--- src/rtl/level_sequencer.sv ---
// Game-flow controller: sequences enemy waves, gates enemy activity, times the
// between-wave intermission and reports win / game-over to the HUD.
module level_sequencer #(
  parameter int unsigned N_ENEMIES    = 5,
  parameter int unsigned MAX_LEVEL    = 9,
  parameter int unsigned PAUSE_CYCLES = 65_000_000,
  parameter int unsigned GUARD_CYCLES = 2
) (
  input  logic                 pclk,
  input  logic                 rst,
  input  logic                 start,
  input  logic                 player_dead,
  input  logic [N_ENEMIES-1:0] enemies_alive,
  output logic [3:0]           level,
  output logic                 level_up,
  output logic                 respawn,
  output logic                 enemies_en,
  output logic                 intermission,
  output logic                 game_won,
  output logic                 game_over
);

  localparam int unsigned TimerW = ($clog2(PAUSE_CYCLES + 1) < 1) ? 1 :
                                   $clog2(PAUSE_CYCLES + 1);
  localparam int unsigned GuardW = ($clog2(GUARD_CYCLES + 1) < 1) ? 1 :
                                   $clog2(GUARD_CYCLES + 1);

  localparam logic [TimerW-1:0] TimerLoad = TimerW'(PAUSE_CYCLES - 1);
  localparam logic [GuardW-1:0] GuardLoad = GuardW'(GUARD_CYCLES);
  localparam logic [3:0]        MaxLevel  = 4'(MAX_LEVEL);

  typedef enum logic [2:0] {
    StIdle,
    StRespawn,
    StPlay,
    StLevelUp,
    StPause,
    StWin,
    StOver
  } state_e;

  state_e              state_q, state_d;
  logic [3:0]          level_q, level_d;
  logic [TimerW-1:0]   timer_q, timer_d;
  logic [GuardW-1:0]   guard_q, guard_d;
  logic                level_up_q, respawn_q, enemies_en_q;
  logic                intermission_q, game_won_q, game_over_q;
  logic                wave_clear;

  // Clear detection is masked until the freshly respawned enemies report alive.
  assign wave_clear = (guard_q == '0) && (enemies_alive == '0);

  always_comb begin
    state_d = state_q;
    level_d = level_q;
    timer_d = timer_q;
    guard_d = guard_q;

    unique case (state_q)
      StIdle: begin
        if (start) begin
          state_d = StRespawn;
          level_d = 4'd1;
        end
      end

      StRespawn: begin
        state_d = StPlay;
        guard_d = GuardLoad;
      end

      StPlay: begin
        if (guard_q != '0) begin
          guard_d = guard_q - 1'b1;
        end
        // Death wins over a simultaneous wave clear.
        if (player_dead) begin
          state_d = StOver;
        end else if (wave_clear) begin
          if (level_q == MaxLevel) begin
            state_d = StWin;
          end else begin
            state_d = StLevelUp;
            level_d = level_q + 4'd1;
          end
        end
      end

      StLevelUp: begin
        state_d = StPause;
        timer_d = TimerLoad;
      end

      StPause: begin
        if (timer_q == '0) begin
          state_d = StRespawn;
        end else begin
          timer_d = timer_q - 1'b1;
        end
      end

      StWin, StOver: begin
        if (start) begin
          state_d = StRespawn;
          level_d = 4'd1;
        end
      end

      default: begin
        state_d = StIdle;
      end
    endcase
  end

  // Outputs are decoded from the next state so they move with the state register.
  always_ff @(posedge pclk) begin
    if (!rst) begin
      state_q        <= StIdle;
      level_q        <= 4'd1;
      timer_q        <= '0;
      guard_q        <= '0;
      level_up_q     <= 1'b0;
      respawn_q      <= 1'b0;
      enemies_en_q   <= 1'b0;
      intermission_q <= 1'b0;
      game_won_q     <= 1'b0;
      game_over_q    <= 1'b0;
    end else begin
      state_q        <= state_d;
      level_q        <= level_d;
      timer_q        <= timer_d;
      guard_q        <= guard_d;
      level_up_q     <= (state_d == StLevelUp);
      respawn_q      <= (state_d == StRespawn);
      enemies_en_q   <= (state_d == StPlay);
      intermission_q <= (state_d == StPause);
      game_won_q     <= (state_d == StWin);
      game_over_q    <= (state_d == StOver);
    end
  end

  assign level        = level_q;
  assign level_up     = level_up_q;
  assign respawn      = respawn_q;
  assign enemies_en   = enemies_en_q;
  assign intermission = intermission_q;
  assign game_won     = game_won_q;
  assign game_over    = game_over_q;

endmodule

--- config.mk ---
export PLATFORM = sky130hd
export DESIGN_NAME = level_sequencer
export DESIGN_NICKNAME = d
export VERILOG_FILES = /design/src/rtl/level_sequencer.sv
export SDC_FILE = /design/constraint.sdc
export NUM_CORES = 1
export LEC_CHECK = 0
export CORE_MARGIN = 2
export CORE_UTILIZATION = 45
export CTS_CLUSTER_SIZE = 8
export DETAILED_ROUTE_END_ITERATION = 7
export PLACE_DENSITY_LB_ADDON = 0.2
export RECOVER_POWER = 25
export SYNTH_ARGS = -nofsm -noshare
export SYNTH_HDL_FRONTEND = slang
export SYNTH_SLANG_ARGS = --single-unit
export TNS_END_PERCENT = 50
--- constraint.sdc ---
create_clock -name pclk -period 3 [get_ports pclk]
set_input_delay 0.3 -clock pclk [delete_from_list [all_inputs] [get_ports pclk]]
set_output_delay 0.3 -clock pclk [all_outputs]
set_load 0.03 [all_outputs]
# Word-level counts from Yosys, hierarchy flattened
# Index checks and enable logic that the tools add are counted.
# totals
reg_bits	41
input_bits	9
output_inout_bits	10
elab_cells	60
# op_classes
add_sub_neg	3
n_eq_ne	19
n_mux	15
n_reduce_logical	13
# op_table
operator	n
case mux 26 bit (2 select lines)	1
zero test 26 bit	1
two-way mux 26 bit	1
subtractor 26 x 1 -> 26 bit (second input constant)	1
equality test 3 bit (second input constant)	6
two-way mux 4 bit	4
two-way mux 3 bit	5
case mux 3 bit (5 select lines)	1
equality test 3 x 2 -> 1 bit (second input constant)	4
!= test 2 bit (second input constant)	5
case mux 4 bit (2 select lines)	1
nonzero test 2 bit	4
equality test 3 x 1 -> 1 bit (second input constant)	2
zero test 5 bit	1
AND reduction 5 bit	1
adder 4 x 1 -> 4 bit (second input constant)	1
equality test 4 bit (second input constant)	1
case mux 2 bit (2 select lines)	1
AND reduction 2 bit	2
zero test 3 bit	1
OR reduction 3 bit	1
zero test 2 bit	1
two-way mux 2 bit	1
!= test 2 x 1 -> 1 bit (second input constant)	1
2 further kinds	2

# Depth between registers and ports, before layout
# Gate-level depths: netlist (run 1).
# logic_depth
word_depth	6
mapped_depth	8
depth_no_buf	7

# Worst setup path before layout (run 1)
# Ideal clock, no wire load.
# synth_path
path_type	flip-flop to flip-flop
startpoint	register timer_q[9]
endpoint	register timer_q[2]
setup_time_ns	0.128
t_arrival_ns	2.110
required_ns	2.872
setup_slack_ns	0.763
path_stages_with_launch	7
n_path_buf	1
synth_period_minus_slack_ns	2.237
cell_sequence	dfxtp_1 > or4_4 > or4_1 > buf_6 > o21a_1 > a221oi_1 > nor2_1
# synth_via
elab_chain_len	3
# synth_lines
item	line	text
start: declaration	44	logic [TimerW-1:0] timer_q, timer_d;
start signal: assignment	131	timer_q <= timer_d;
zero test 26 bit	95	if (timer_q == '0) begin
!= test 2 bit (no source line)	--	
AND reduction 2 bit (no source line)	--	
# Every way passes these cells.
# A chain may end at the register's enable or synchronous reset.

# Worst setup path in the final report (run 1)
# layout_path
startpoint	register timer_q[9]
endpoint	register enemies_en_q, in the netlist enemies_en
# layout_via
elab_chain_len	4
# layout_lines
item	line	text
zero test 26 bit	95	
two-way mux 3 bit	95	
case mux 3 bit (5 select lines)	59	unique case (state_q)
equality test 3 x 2 -> 1 bit	135	enemies_en_q <= (state_d == StPlay);
end signal: assignment	135	
end: declaration	46	logic level_up_q, respawn_q, enemies_en_q;
# Every way passes these cells.

==> results.env, run 1 <==
TIMING_HOLD_VIOLATIONS_FINAL=0
POSTSYNTHNETCOUNT=276
PLACE_WS_NS=0.342
YOSYS_WARNS=0
CORE_AREA_SQ_UM=4790
WORSTSETUPPATHTYPE='flop to flop'
CLKSLEWWORSTSETUPHOLDPATHS_NS=0.07
FINALWORSTPATHREQUIREDPERIOD_NS=2.68
ROUTED_WIRELENGTH_UM=5210
GLOBALPLACE.CONGESTION=0.851
AREA_DELTA_SYNTH_FINAL_PCT=16.3
HOLD_BUFFERS=0
DRV_CAP=0
CRIT_PATH_START_KIND='flop'
POST_ROUTE_CELLS_DRIVE_ABOVE_1_SHARE_PCT=14.5
COUNT_OF_CELLS_ALONG_THE_WORST_REGISTER_TO_REGISTER_PATH=5
CRIT_PATH_END_KIND='flop'
FP.DIEAREA_SQ_UM=5600
FIN_WORST_SKEW_NS=0.00847
R2R_SLACK_NS=0.32
CTS.SINK_COUNT=41
DETAIL_ROUTE.WL_PER_CELL_UM=14.9
DETAIL_ROUTE.FIRST_PASS.ITERATIONS=4
NETLIST-CELL-TYPE-COUNT=59
GRT_SETUP_UNREPAIRED='no'
DRC=0
POST-ROUTE-PERIOD-UTIL_PCT=89.2
MAPPEDNETLISTAREA_SQ_UM=2260
CTS_INSERTED_BUFFERS=5
FINAL-SETUP-VIOL-COUNT=0
GRT_START_MAX_NET_PINS=16
SYNTH.YOSYS.SEQ_AREA_SHARE_PCT=36.3
POSTSYNTHCELLCOUNT=262
WORST_HOLD_PATH_TYPE='flop to flop'
GLOBALROUTE.TOTALOVERFLOW=0
VIAS_PER_CELL=5.80
POSTSYNTHAREAPERCELL_SQ_UM=8.62
IR_WORST_VDD_uV=572
CLOCK-ROOT-BUFFER='clkbuf_8'
TIMING.CRITICAL_PATH.SLOWEST_CELL_DELAY_NS=0.78
UTILIZATION_PCT=54.9
GLOBALROUTETOTALUTIL_PCT=20.4
CRIT-REG2REG-LAUNCH='timer_q[9]$_SDFFE_PN0P_'
SYNTHARSTFLOPSHARE_PCT=0
DIE_HEIGHT_UM=74.8
SETUP_SLACK_NS=0.323
NUM-NETS-FINAL=296
INITIAL_UTILIZATION_PCT=47.2
POWER_LEAKAGE_nW=0.953
CTS.HTREE.LEVELS=2
PLACE.DETAILED.HPWL_UM=3760
GRT_PASS1_WL_UM=8670
MAXSLEWVIOLCOUNT=0
TIMING.CRITICAL_PATH.TO='enemies_en$_SDFF_PN0_'
TIMING.MAX_SLEW.REL_SLACK_PCT=54.4
CRIT_FANOUT=13
NUMBER_OF_ANTENNA_VIOLATIONS_AT_THE_FIRST_CHECK_IN_GLOBAL_ROUTING=0
IO_BUFFERS=18
CTS_RESIZED=0
CRIT_START='timer_q[9]$_SDFFE_PN0P_'
ROW_COUNT=25
STATUS='completed'
N_ANTENNA_CELL=0
FIRST_GLOBAL_VIAS=1853
DIEWIDTH_UM=74.8
CRITICAL_PATH_REQUIRED_TIME_NS=3.21
NUMBER_OF_SYNTHESIZED_REGISTER_BITS=41
TRITONCTS_CLOCK_TREE='done'
DETAILROUTE.VIA_COUNT=2029
DRT_ITER0_MARKERS=167
DRTANTENNAVIOLNETS=0
MAX_FREQ_MHz=374
SYNTH-EDFF-COUNT=0
PWR_DENSITY_CELL_nW_PER_UM2=787
CLOCK_LATENCY_NS=0.30
CP_DATA_ARRIVAL_TIME_NS=2.88
TIMING.CRITICAL_PATH.CELLS='or4_4 > or4_1 > o21ai_4 > o311a_2 > nor4b_2'
SETUP_TOTAL_NEGATIVE_SLACK_NS=0
MAX-CLOCK-PATH-BUFFERS=2
CRIT-REG2REG-CAPTURE='enemies_en$_SDFF_PN0_'
TOP_LEVEL_PORTS=19
WORST_SLEW_PIN_SLEW_NS=0.679
CPMAXSTAGEDELAYCELL='or4_1'
POST_CTS_BUFFERS=0
SYNTH-MAIN-FF-CELL='dfxtp_1'
## report_power, final
group          switching (mW)  total (mW)  leakage, nW  internal, mW
Clock                   0.196       0.526       0.0681         0.331
Sequential             0.0672       0.668        0.332         0.601
Combinational           0.531       0.873        0.552         0.343
## routing by layer
layer	global-route usage, %	part of all wire [%]	routed length, um	vias to the layer above
met1	26.2	46	2380	933
li1	-	-	-	1027
met3	5.09	6.0	314	11
met2	32.0	46	2390	58
met5	0	0	0	-
met4	9.92	2.4	125	0
## critical path, delay by kind of cell (launching register included)
family / cells / cell delay (ns)
simple gates: 3 / 1.55
flops: 1 / 0.35
compound gates: 2 / 0.69
## layout make-up
type	instances	area (sq um)
clock buffers	5	68.8
flip-flops and latches	41	821
well taps	67	83.8
fillers	450	2160
multi-input cells	197	1310
repair buffers	25	229
clock inverters	3	65.1
inverters	12	45.0
## synthesized netlist by cell type (5+ instances only)
| library cell | instances | share of area [%] |
|---|---|---|
| dfxtp_1 | 41 | 36 |
| nor2_1 | 21 | 3.5 |
| a21oi_1 | 15 | 3.3 |
| nor3_1 | 15 | 3.3 |
| nand2_1 | 14 | 2.3 |
| o21ai_0 | 12 | 2.7 |
| or3_1 | 12 | 3.3 |
| inv_1 | 11 | 1.8 |
| a31oi_1 | 9 | 2.5 |
| nand3_1 | 9 | 2.0 |
| clkbuf_1 | 6 | 1.0 |
| ha_1 | 5 | 2.8 |
| or4_1 | 5 | 1.7 |
| xor2_1 | 5 | 1.9 |
## registers in the layout, summed over array words and instances, names as in the netlist, 2 cells and up
name and cells:
state_q 3, timer_q 26, level 4, guard_q 2
## layout by cell type (no fill, tap or decap), drive strengths merged, types with 10 or more instances in the layout
master / count
a21oi: 15
dfxtp: 41
dlygate4sd3: 10
inv: 11
nand2: 14
nor2: 21
nor3: 15
o21ai: 15
or3: 14
or4: 11
## kinds of logic after synthesis
logic type	after synthesis	synth area share (%)
compound gates	68	21.3
fa+ha+maj	5	2.77
flops	41	36.3
xor+xnor	6	2.33
buf+inv	24	5.48
mux	1	0.499
simple gates	117	31.3
## metrics by stage
stage	instances	instance area, sq um	power (mW)	hold slack, ns
after floorplan	262	2260	1.33	0.450
after global placement	342	2500	1.53	0.472
after detailed placement	342	2500	1.54	0.491
after CTS	350	2630	2.07	0.504
after global routing	350	2630	2.19	0.544
final	350	2630	2.07	0.499
## worst min path at each step
stage | depth (start not counted) | end | start | slack, ns
floorplan | 2 | timer_q[8]$_SDFFE_PN0P_ | timer_q[8]$_SDFFE_PN0P_ | 0.45
global placement | 2 | timer_q[8]$_SDFFE_PN0P_ | timer_q[8]$_SDFFE_PN0P_ | 0.47
detailed placement | 2 | timer_q[6]$_SDFFE_PN0P_ | timer_q[6]$_SDFFE_PN0P_ | 0.49
CTS | 2 | timer_q[6]$_SDFFE_PN0P_ | timer_q[6]$_SDFFE_PN0P_ | 0.50
global route | 1 | timer_q[0]$_SDFFE_PN0P_ | timer_q[0]$_SDFFE_PN0P_ | 0.54
finish | 2 | timer_q[6]$_SDFFE_PN0P_ | timer_q[6]$_SDFFE_PN0P_ | 0.50
Note: power is estimated with default switching activity, not from simulation.
==> run 2: changes to the inputs <==
--- a/config.mk
+++ b/config.mk
@@ -5,10 +5,13 @@
 export SDC_FILE = /design/constraint.sdc
 export NUM_CORES = 1
 export LEC_CHECK = 0
+export CELL_PAD_IN_SITES_DETAIL_PLACEMENT = 2
+export CELL_PAD_IN_SITES_GLOBAL_PLACEMENT = 2
 export CORE_MARGIN = 2
-export CORE_UTILIZATION = 45
+export CORE_UTILIZATION = 38
 export CTS_CLUSTER_SIZE = 8
 export DETAILED_ROUTE_END_ITERATION = 7
+export DONT_BUFFER_PORTS = 1
 export PLACE_DENSITY_LB_ADDON = 0.2
 export RECOVER_POWER = 25
 export SYNTH_ARGS = -nofsm -noshare
==> results.env, run 2 (same netlist as run 1, synthesis figures left out) <==
CRIT_PATH_START_KIND='flop'
ROUTED_WIRELENGTH_UM=6210
HOLD_BUFFERS=0
WORSTHOLDENDPOINT='level[0]$_SDFFE_PN1P_'
PWR_DENSITY_CELL_nW_PER_UM2=825
VIAS_PER_CELL=5.98
CPLARGESTDELAYFAMILY='simple AND/OR/NAND/NOR gates'
REGMOSTFLOPS='timer_q'
POST-ROUTE-PERIOD-UTIL_PCT=91.7
GRT_PASS1_WL_UM=10300
MAX-CLOCK-PATH-BUFFERS=2
LARGEST_REGISTER_FFS=26
WORST_SLEW_PIN_SLEW_NS=0.821
GLOBALROUTETOTALUTIL_PCT=20.3
IR_WORST_VDD_uV=417
WORSTSETUPPATHTYPE='flop to flop'
CP_DATA_ARRIVAL_TIME_NS=2.96
CRIT-REG2REG-LAUNCH='timer_q[9]$_SDFFE_PN0P_'
FILLERINSTANCES=672
DRC=0
LAYOUT.CELLS.MOST_COMMON_LIST='dfxtp_1, nor2_1, nor3_1, a21oi_1, nand2_1'
FIN_WORST_SKEW_NS=0.00403
DIEWIDTH_UM=81.1
UTILIZATION_PCT=41.9
CTS.SINK_COUNT=41
CLOCK-ROOT-BUFFER='clkbuf_8'
GRT_START_MAX_NET_PINS=27
FINALWORSTPATHREQUIREDPERIOD_NS=2.75
CTS_INSERTED_BUFFERS=5
FINAL-SETUP-VIOL-COUNT=0
CRITICAL_PATH_CELL_COUNT=5
SWITCHING_SHARE_PCT=40.8
PLACE.DETAILED.HPWL_UM=4570
PLACED_INSTANCE_AREA_SQ_UM=2330
CORE_AREA_SQ_UM=5820
FIRST_GLOBAL_VIAS=2071
CLKSLEWWORSTSETUPHOLDPATHS_NS=0.08
CLOCK_LATENCY_NS=0.29
R2R_SLACK_NS=0.25
HOLD_SP='rst'
POWER_mW=2.01
POST_CTS_BUFFERS=0
FINAL_DESIGN_AREA_NO_FILL_SQ_UM=2440
CPMAXSTAGEDELAYCELL='or4_1'
NUMBER_OF_ANTENNA_VIOLATIONS_AT_THE_FIRST_CHECK_IN_GLOBAL_ROUTING=0
DRTANTENNAVIOLNETS=0
STATUS='completed'
DRT_ITER0_MARKERS=59
GLOBALPLACE.CONGESTION=0.741
GRT_SETUP_UNREPAIRED='no'
INITIAL_UTILIZATION_PCT=38.8
DETAILROUTE.VIA_COUNT=2034
POWER_LEAKAGE_nW=0.853
TIMING.CRITICAL_PATH.CELLS='or4_4 > or4_1 > o21ai_4 > o311a_2 > nor4b_2'
CRITICAL_PATH_REQUIRED_TIME_NS=3.21
TIMING.MAX_SLEW.REL_SLACK_PCT=44.9
IO_BUFFERS=0
PWR-SHARE-CLK_PCT=21.8
HOLD_PATH_DEPTH=1
CRIT-REG2REG-CAPTURE='enemies_en$_SDFF_PN0_'
SWITCHING_POWER_mW=0.821
NUM-NETS-FINAL=279
MAX_FREQ_MHz=364
FP.DIEAREA_SQ_UM=6580
TIMING_HOLD_VIOLATIONS_FINAL=0
AREA_DELTA_SYNTH_FINAL_PCT=7.92
WORST_HOLD_PATH_TYPE='input port to flop'
FIN_WORST_HOLD_SLACK_NS=0.0789
CTS_RESIZED=0
MAXSLEWVIOLCOUNT=0
ROW_COUNT=28
POST_ROUTE_CELLS_DRIVE_ABOVE_1_SHARE_PCT=15.8
DETAIL_ROUTE.WL_PER_CELL_UM=18.3
LAYOUT_COMMONEST_CELL='dfxtp_1'
CTS.HTREE.LEVELS=2
DIE_HEIGHT_UM=81.1
TIMING.CRITICAL_PATH.SLOWEST_CELL_DELAY_NS=0.79
TRITONCTS_CLOCK_TREE='done'
DETAIL_ROUTE.FIRST_PASS.ITERATIONS=4
CRIT_START='timer_q[9]$_SDFFE_PN0P_'
DRV_CAP=0
COUNT_OF_CELLS_ALONG_THE_WORST_REGISTER_TO_REGISTER_PATH=5
POWER.INTERNAL_mW=1.19
CRIT_FANOUT=13
SHARE_SEQ_OF_TOTAL_POWER_PCT=34.2
SETUP_TOTAL_NEGATIVE_SLACK_NS=0
GLOBALROUTE.TOTALOVERFLOW=0
N_ANTENNA_CELL=0
CRIT_PATH_END_KIND='flop'
COMB_POWER_SHARE_PCT=44.0
TOP_LEVEL_PORTS=19
CP.BUFFERS_INVERTERS=0
[run 2: cell count changes in the layout (fill, tap and decap cells not counted), sizes merged]
cell           delta
clkdlybuf4s50     -8
clkbuf            -1
bufinv            -1
dlygate4sd3      -10
buf               +2
[run 2: routing by layer]
| metal | GRT usage (%) | vias to the layer above | wire (um) |
|---|---|---|---|
| met1 | 25.3 | 1019 | 2920 |
| li1 | - | 990 | - |
| met2 | 36.2 | 18 | 3100 |
| met5 | 0 | - | 0 |
| met4 | 5.08 | 0 | 63 |
| met3 | 3.33 | 7 | 129 |
[run 2: area by class of cell]
cell class	count	area [sq um]	area share (%)
Multi-Input combinational cell	197	1310	53.9
Sequential cell	41	821	33.7
Tap cell	75	93.8	3.85
Clock buffer	5	68.8	2.82
Timing Repair Buffer	8	60.1	2.46
Inverter	12	45.0	1.85
Clock inverter	2	35.0	1.44
[run 2: worst reg2reg max path: stages, from the launching register on]
cell and delay [ns]:
dfxtp_1 0.36, or4_4 0.59, or4_1 0.79, o21ai_4 0.42
o311a_2 0.31, nor4b_2 0.19
[run 2: through the flow]
stage                     instances  setup WS (ns)
final                           340          0.250
after detailed placement        333          0.254
after global routing            340         0.0958
after floorplan                 262          0.763
after CTS                       340          0.229
after global placement          333          0.336
[run 2: worst max path at each step]
stage / end / slack (ns)
floorplan: timer_q[2]$_SDFFE_PN0P_ / 0.76
detailed placement: enemies_en$_SDFF_PN0_ / 0.25
CTS: enemies_en$_SDFF_PN0_ / 0.23
global route: enemies_en$_SDFF_PN0_ / 0.1
global placement: enemies_en$_SDFF_PN0_ / 0.34
finish: enemies_en$_SDFF_PN0_ / 0.25
[run 2: power groups by stage]
| stage | registers [mW] | clock network [mW] | logic, mW |
|---|---|---|---|
| final | 0.688 | 0.438 | 0.884 |
| after CTS | 0.689 | 0.447 | 0.892 |
| after global placement | 0.696 | 0 | 0.860 |
| after floorplan | 0.669 | 0 | 0.663 |
| after detailed placement | 0.701 | 0 | 0.883 |
| after global routing | 0.703 | 0.465 | 0.983 |
==> run 3: changes to the inputs <==
--- a/config.mk
+++ b/config.mk
@@ -5,14 +5,15 @@
 export SDC_FILE = /design/constraint.sdc
 export NUM_CORES = 1
 export LEC_CHECK = 0
+export ABC_AREA = 1
 export CELL_PAD_IN_SITES_DETAIL_PLACEMENT = 2
 export CELL_PAD_IN_SITES_GLOBAL_PLACEMENT = 2
 export CORE_MARGIN = 2
-export CORE_UTILIZATION = 38
+export CORE_UTILIZATION = 35
 export CTS_CLUSTER_SIZE = 8
 export DETAILED_ROUTE_END_ITERATION = 7
 export DONT_BUFFER_PORTS = 1
-export PLACE_DENSITY_LB_ADDON = 0.2
+export PLACE_DENSITY_LB_ADDON = 0.08
 export RECOVER_POWER = 25
 export SYNTH_ARGS = -nofsm -noshare
 export SYNTH_HDL_FRONTEND = slang
==> results.env, run 3 <==
CP_DATA_ARRIVAL_TIME_NS=2.24
DIE_HEIGHT_UM=90.1
FINALWORSTPATHREQUIREDPERIOD_NS=2.00
WORST_HOLD_PATH_TYPE='input port to flop'
UTILIZATION_PCT=38.2
LARGEST_REGISTER_FFS=26
CTS_INSERTED_BUFFERS=5
CTS.HTREE.LEVELS=2
TOP_LEVEL_PORTS=19
HOLD_PATH_DEPTH=1
SYNTH.LARGEST_AREA_CELL='dfxtp_1'
LAYOUT_COMMONEST_CELL='nand2_1'
GRT_SETUP_UNREPAIRED='no'
MAX-CLOCK-PATH-BUFFERS=2
LAYOUT.CELLS.MOST_COMMON_LIST='nand2_1, nand3_1, nor2_1'
POSTSYNTHCELLCOUNT=399
ROW_COUNT=31
FIN_WORST_SKEW_NS=0.00593
NUMBER_OF_SYNTHESIZED_REGISTER_BITS=41
VIAS_PER_CELL=5.18
SYNTHTOPCELLSBYAREA='dfxtp_1, nand2_1, nand3_1'
HOLD_SP='rst'
POST_SYNTH_MOST_FREQUENT_CELLS='nand2_1, nand3_1, nor2_1, dfxtp_1, a21oi_1'
DRC=0
INITIAL_UTILIZATION_PCT=36.0
CORE_AREA_SQ_UM=7210
STATUS='completed'
FILLERINSTANCES=923
GLOBALROUTE.TOTALOVERFLOW=0
TRITONCTS_CLOCK_TREE='done'
FIRST_GLOBAL_VIAS=2767
CLKSLEWWORSTSETUPHOLDPATHS_NS=0.08
PLACE.DETAILED.HPWL_UM=6080
CRIT-REG2REG-LAUNCH='timer_q[0]$_SDFFE_PN0P_'
GLOBALPLACE.CONGESTION=0.749
REGMOSTFLOPS='timer_q'
POST-SYNTH-TOP-COUNT-CELL='nand2_1'
CTS_RESIZED=0
TIMING.MAX_SLEW.REL_SLACK_PCT=30.6
CLOCK-ROOT-BUFFER='clkbuf_8'
DETAIL_ROUTE.FIRST_PASS.ITERATIONS=4
CRITICAL_PATH_REQUIRED_TIME_NS=3.23
GRT_PASS1_WL_UM=13700
DIEWIDTH_UM=90.1
CRIT_PATH_END_KIND='flop'
SETUP_SLACK_NS=0.997
GLOBALROUTETOTALUTIL_PCT=20.9
SETUP_TOTAL_NEGATIVE_SLACK_NS=0
IO_BUFFERS=0
SYNTH.YOSYS.SEQ_AREA_SHARE_PCT=31.6
DRV_CAP=0
R2R_SLACK_NS=1.0
NUMBER_OF_ANTENNA_VIOLATIONS_AT_THE_FIRST_CHECK_IN_GLOBAL_ROUTING=0
YOSYS_WARNS=0
SYNTHARSTFLOPSHARE_PCT=0
POST_CTS_BUFFERS=0
WORST_SLEW_PIN_SLEW_NS=1.04
SYNTH-EDFF-COUNT=0
DETAIL_ROUTE.WL_PER_CELL_UM=16.4
GRT_START_MAX_NET_PINS=32
POST_ROUTE_CELLS_DRIVE_ABOVE_1_SHARE_PCT=10.6
PLACE_WS_NS=0.974
MAX_FREQ_MHz=499
FINAL-SETUP-VIOL-COUNT=0
WORSTSETUPPATHTYPE='flop to flop'
WORSTHOLDENDPOINT='level[0]$_SDFFE_PN1P_'
FP.DIEAREA_SQ_UM=8120
SYNTH_LARGEST_TYPE_AREA_FRACTION_PCT=31.6
SYNTH-MAIN-FF-CELL='dfxtp_1'
MAPPEDNETLISTAREA_SQ_UM=2600
DRT_ITER0_MARKERS=79
POST-ROUTE-PERIOD-UTIL_PCT=66.8
CRIT-REG2REG-CAPTURE='enemies_en$_SDFF_PN0_'
ROUTED_WIRELENGTH_UM=8110
CTS.SINK_COUNT=41
N_ANTENNA_CELL=0
HOLD_BUFFERS=0
COUNT_OF_CELLS_ALONG_THE_WORST_REGISTER_TO_REGISTER_PATH=10
POSTSYNTHAREAPERCELL_SQ_UM=6.51
POSTSYNTHNETCOUNT=413
TIMING_HOLD_VIOLATIONS_FINAL=0
DETAILROUTE.VIA_COUNT=2566
CRIT_FANOUT=28
AREA_DELTA_SYNTH_FINAL_PCT=6.12
CRIT_PATH_START_KIND='flop'
MAXSLEWVIOLCOUNT=0
NUM-NETS-FINAL=410
CLOCK_LATENCY_NS=0.30
DRTANTENNAVIOLNETS=0
NETLIST-CELL-TYPE-COUNT=30
FIN_WORST_HOLD_SLACK_NS=0.0900
## run 3: cell count changes after synthesis, sizes merged, moves of 5 or more
cell / previous run / this run
nand4: 1 / 13
nor2: 21 / 71
or3: 14 / 0
nor4: 6 / 0
a31oi: 9 / 0
nand3: 9 / 65
nor3: 15 / 3
o21ai: 15 / 6
nand2: 14 / 98
a21oi: 15 / 31
inv: 11 / 34
or4: 11 / 0
o31ai: 5 / 0
## run 3: cell type report
cell class,count,area (sq um),share of cell area [%]
inverter,34,128,4.63
tap,99,124,4.50
clock buffer,5,68.8,2.50
timing repair buffer,2,15.0,0.545
clock inverter,2,35.0,1.27
sequential,41,821,29.8
multi-input combinational,312,1560,56.8
## run 3: per-layer routing
layer	GRT usage (%)	routed length, um
met1	24.6	3630
met3	2.68	129
met5	0	0
met4	5.00	70
met2	40.0	4280
## run 3: worst max-delay path by stage
stage,to,from,slack [ns]
after CTS,enemies_en$_SDFF_PN0_,timer_q[0]$_SDFFE_PN0P_,0.95
after global placement,state_q[2]$_SDFF_PN0_,timer_q[0]$_SDFFE_PN0P_,1.07
after floorplan,timer_q[14]$_SDFFE_PN0P_,timer_q[0]$_SDFFE_PN0P_,1.50
after global routing,state_q[2]$_SDFF_PN0_,timer_q[0]$_SDFFE_PN0P_,0.80
final,enemies_en$_SDFF_PN0_,timer_q[0]$_SDFFE_PN0P_,1.0
after detailed placement,state_q[2]$_SDFF_PN0_,timer_q[0]$_SDFFE_PN0P_,0.97
## run 3: kinds of logic (layout without fill, tap and decap cells)
group,after synthesis,after routing,synth area share [%]
AND/OR/NAND/NOR,260,260,47.3
buffers and inverters,46,43,8.14
adder cells (fa/ha/maj),5,5,2.41
XOR/XNOR,8,8,2.70
AO/OA/AOI/OAI,39,39,7.86
flip-flops,41,41,31.6
## run 3: per-stage QoR
step / cells / area [sq um]
final: 495 / 2760
after detailed placement: 488 / 2650
after global routing: 495 / 2760
after floorplan: 399 / 2600
after CTS: 495 / 2760
after global placement: 488 / 2650
## run 3: critical path, cell delays in order, from the launching register on
cell and delay (ns):
dfxtp_1 0.32, inv_1 0.15, ha_1 0.17, nand4_1 0.13, nor2_2 0.14, nand3_2 0.10
nand2_4 0.27, nand2_4 0.28, nor2_4 0.22, inv_2 0.05, nor2_1 0.09
Power of run 3 is left out: the tool's default activity adds up to more than one toggle a clock period on the data nets, which glitch-free logic cannot reach.
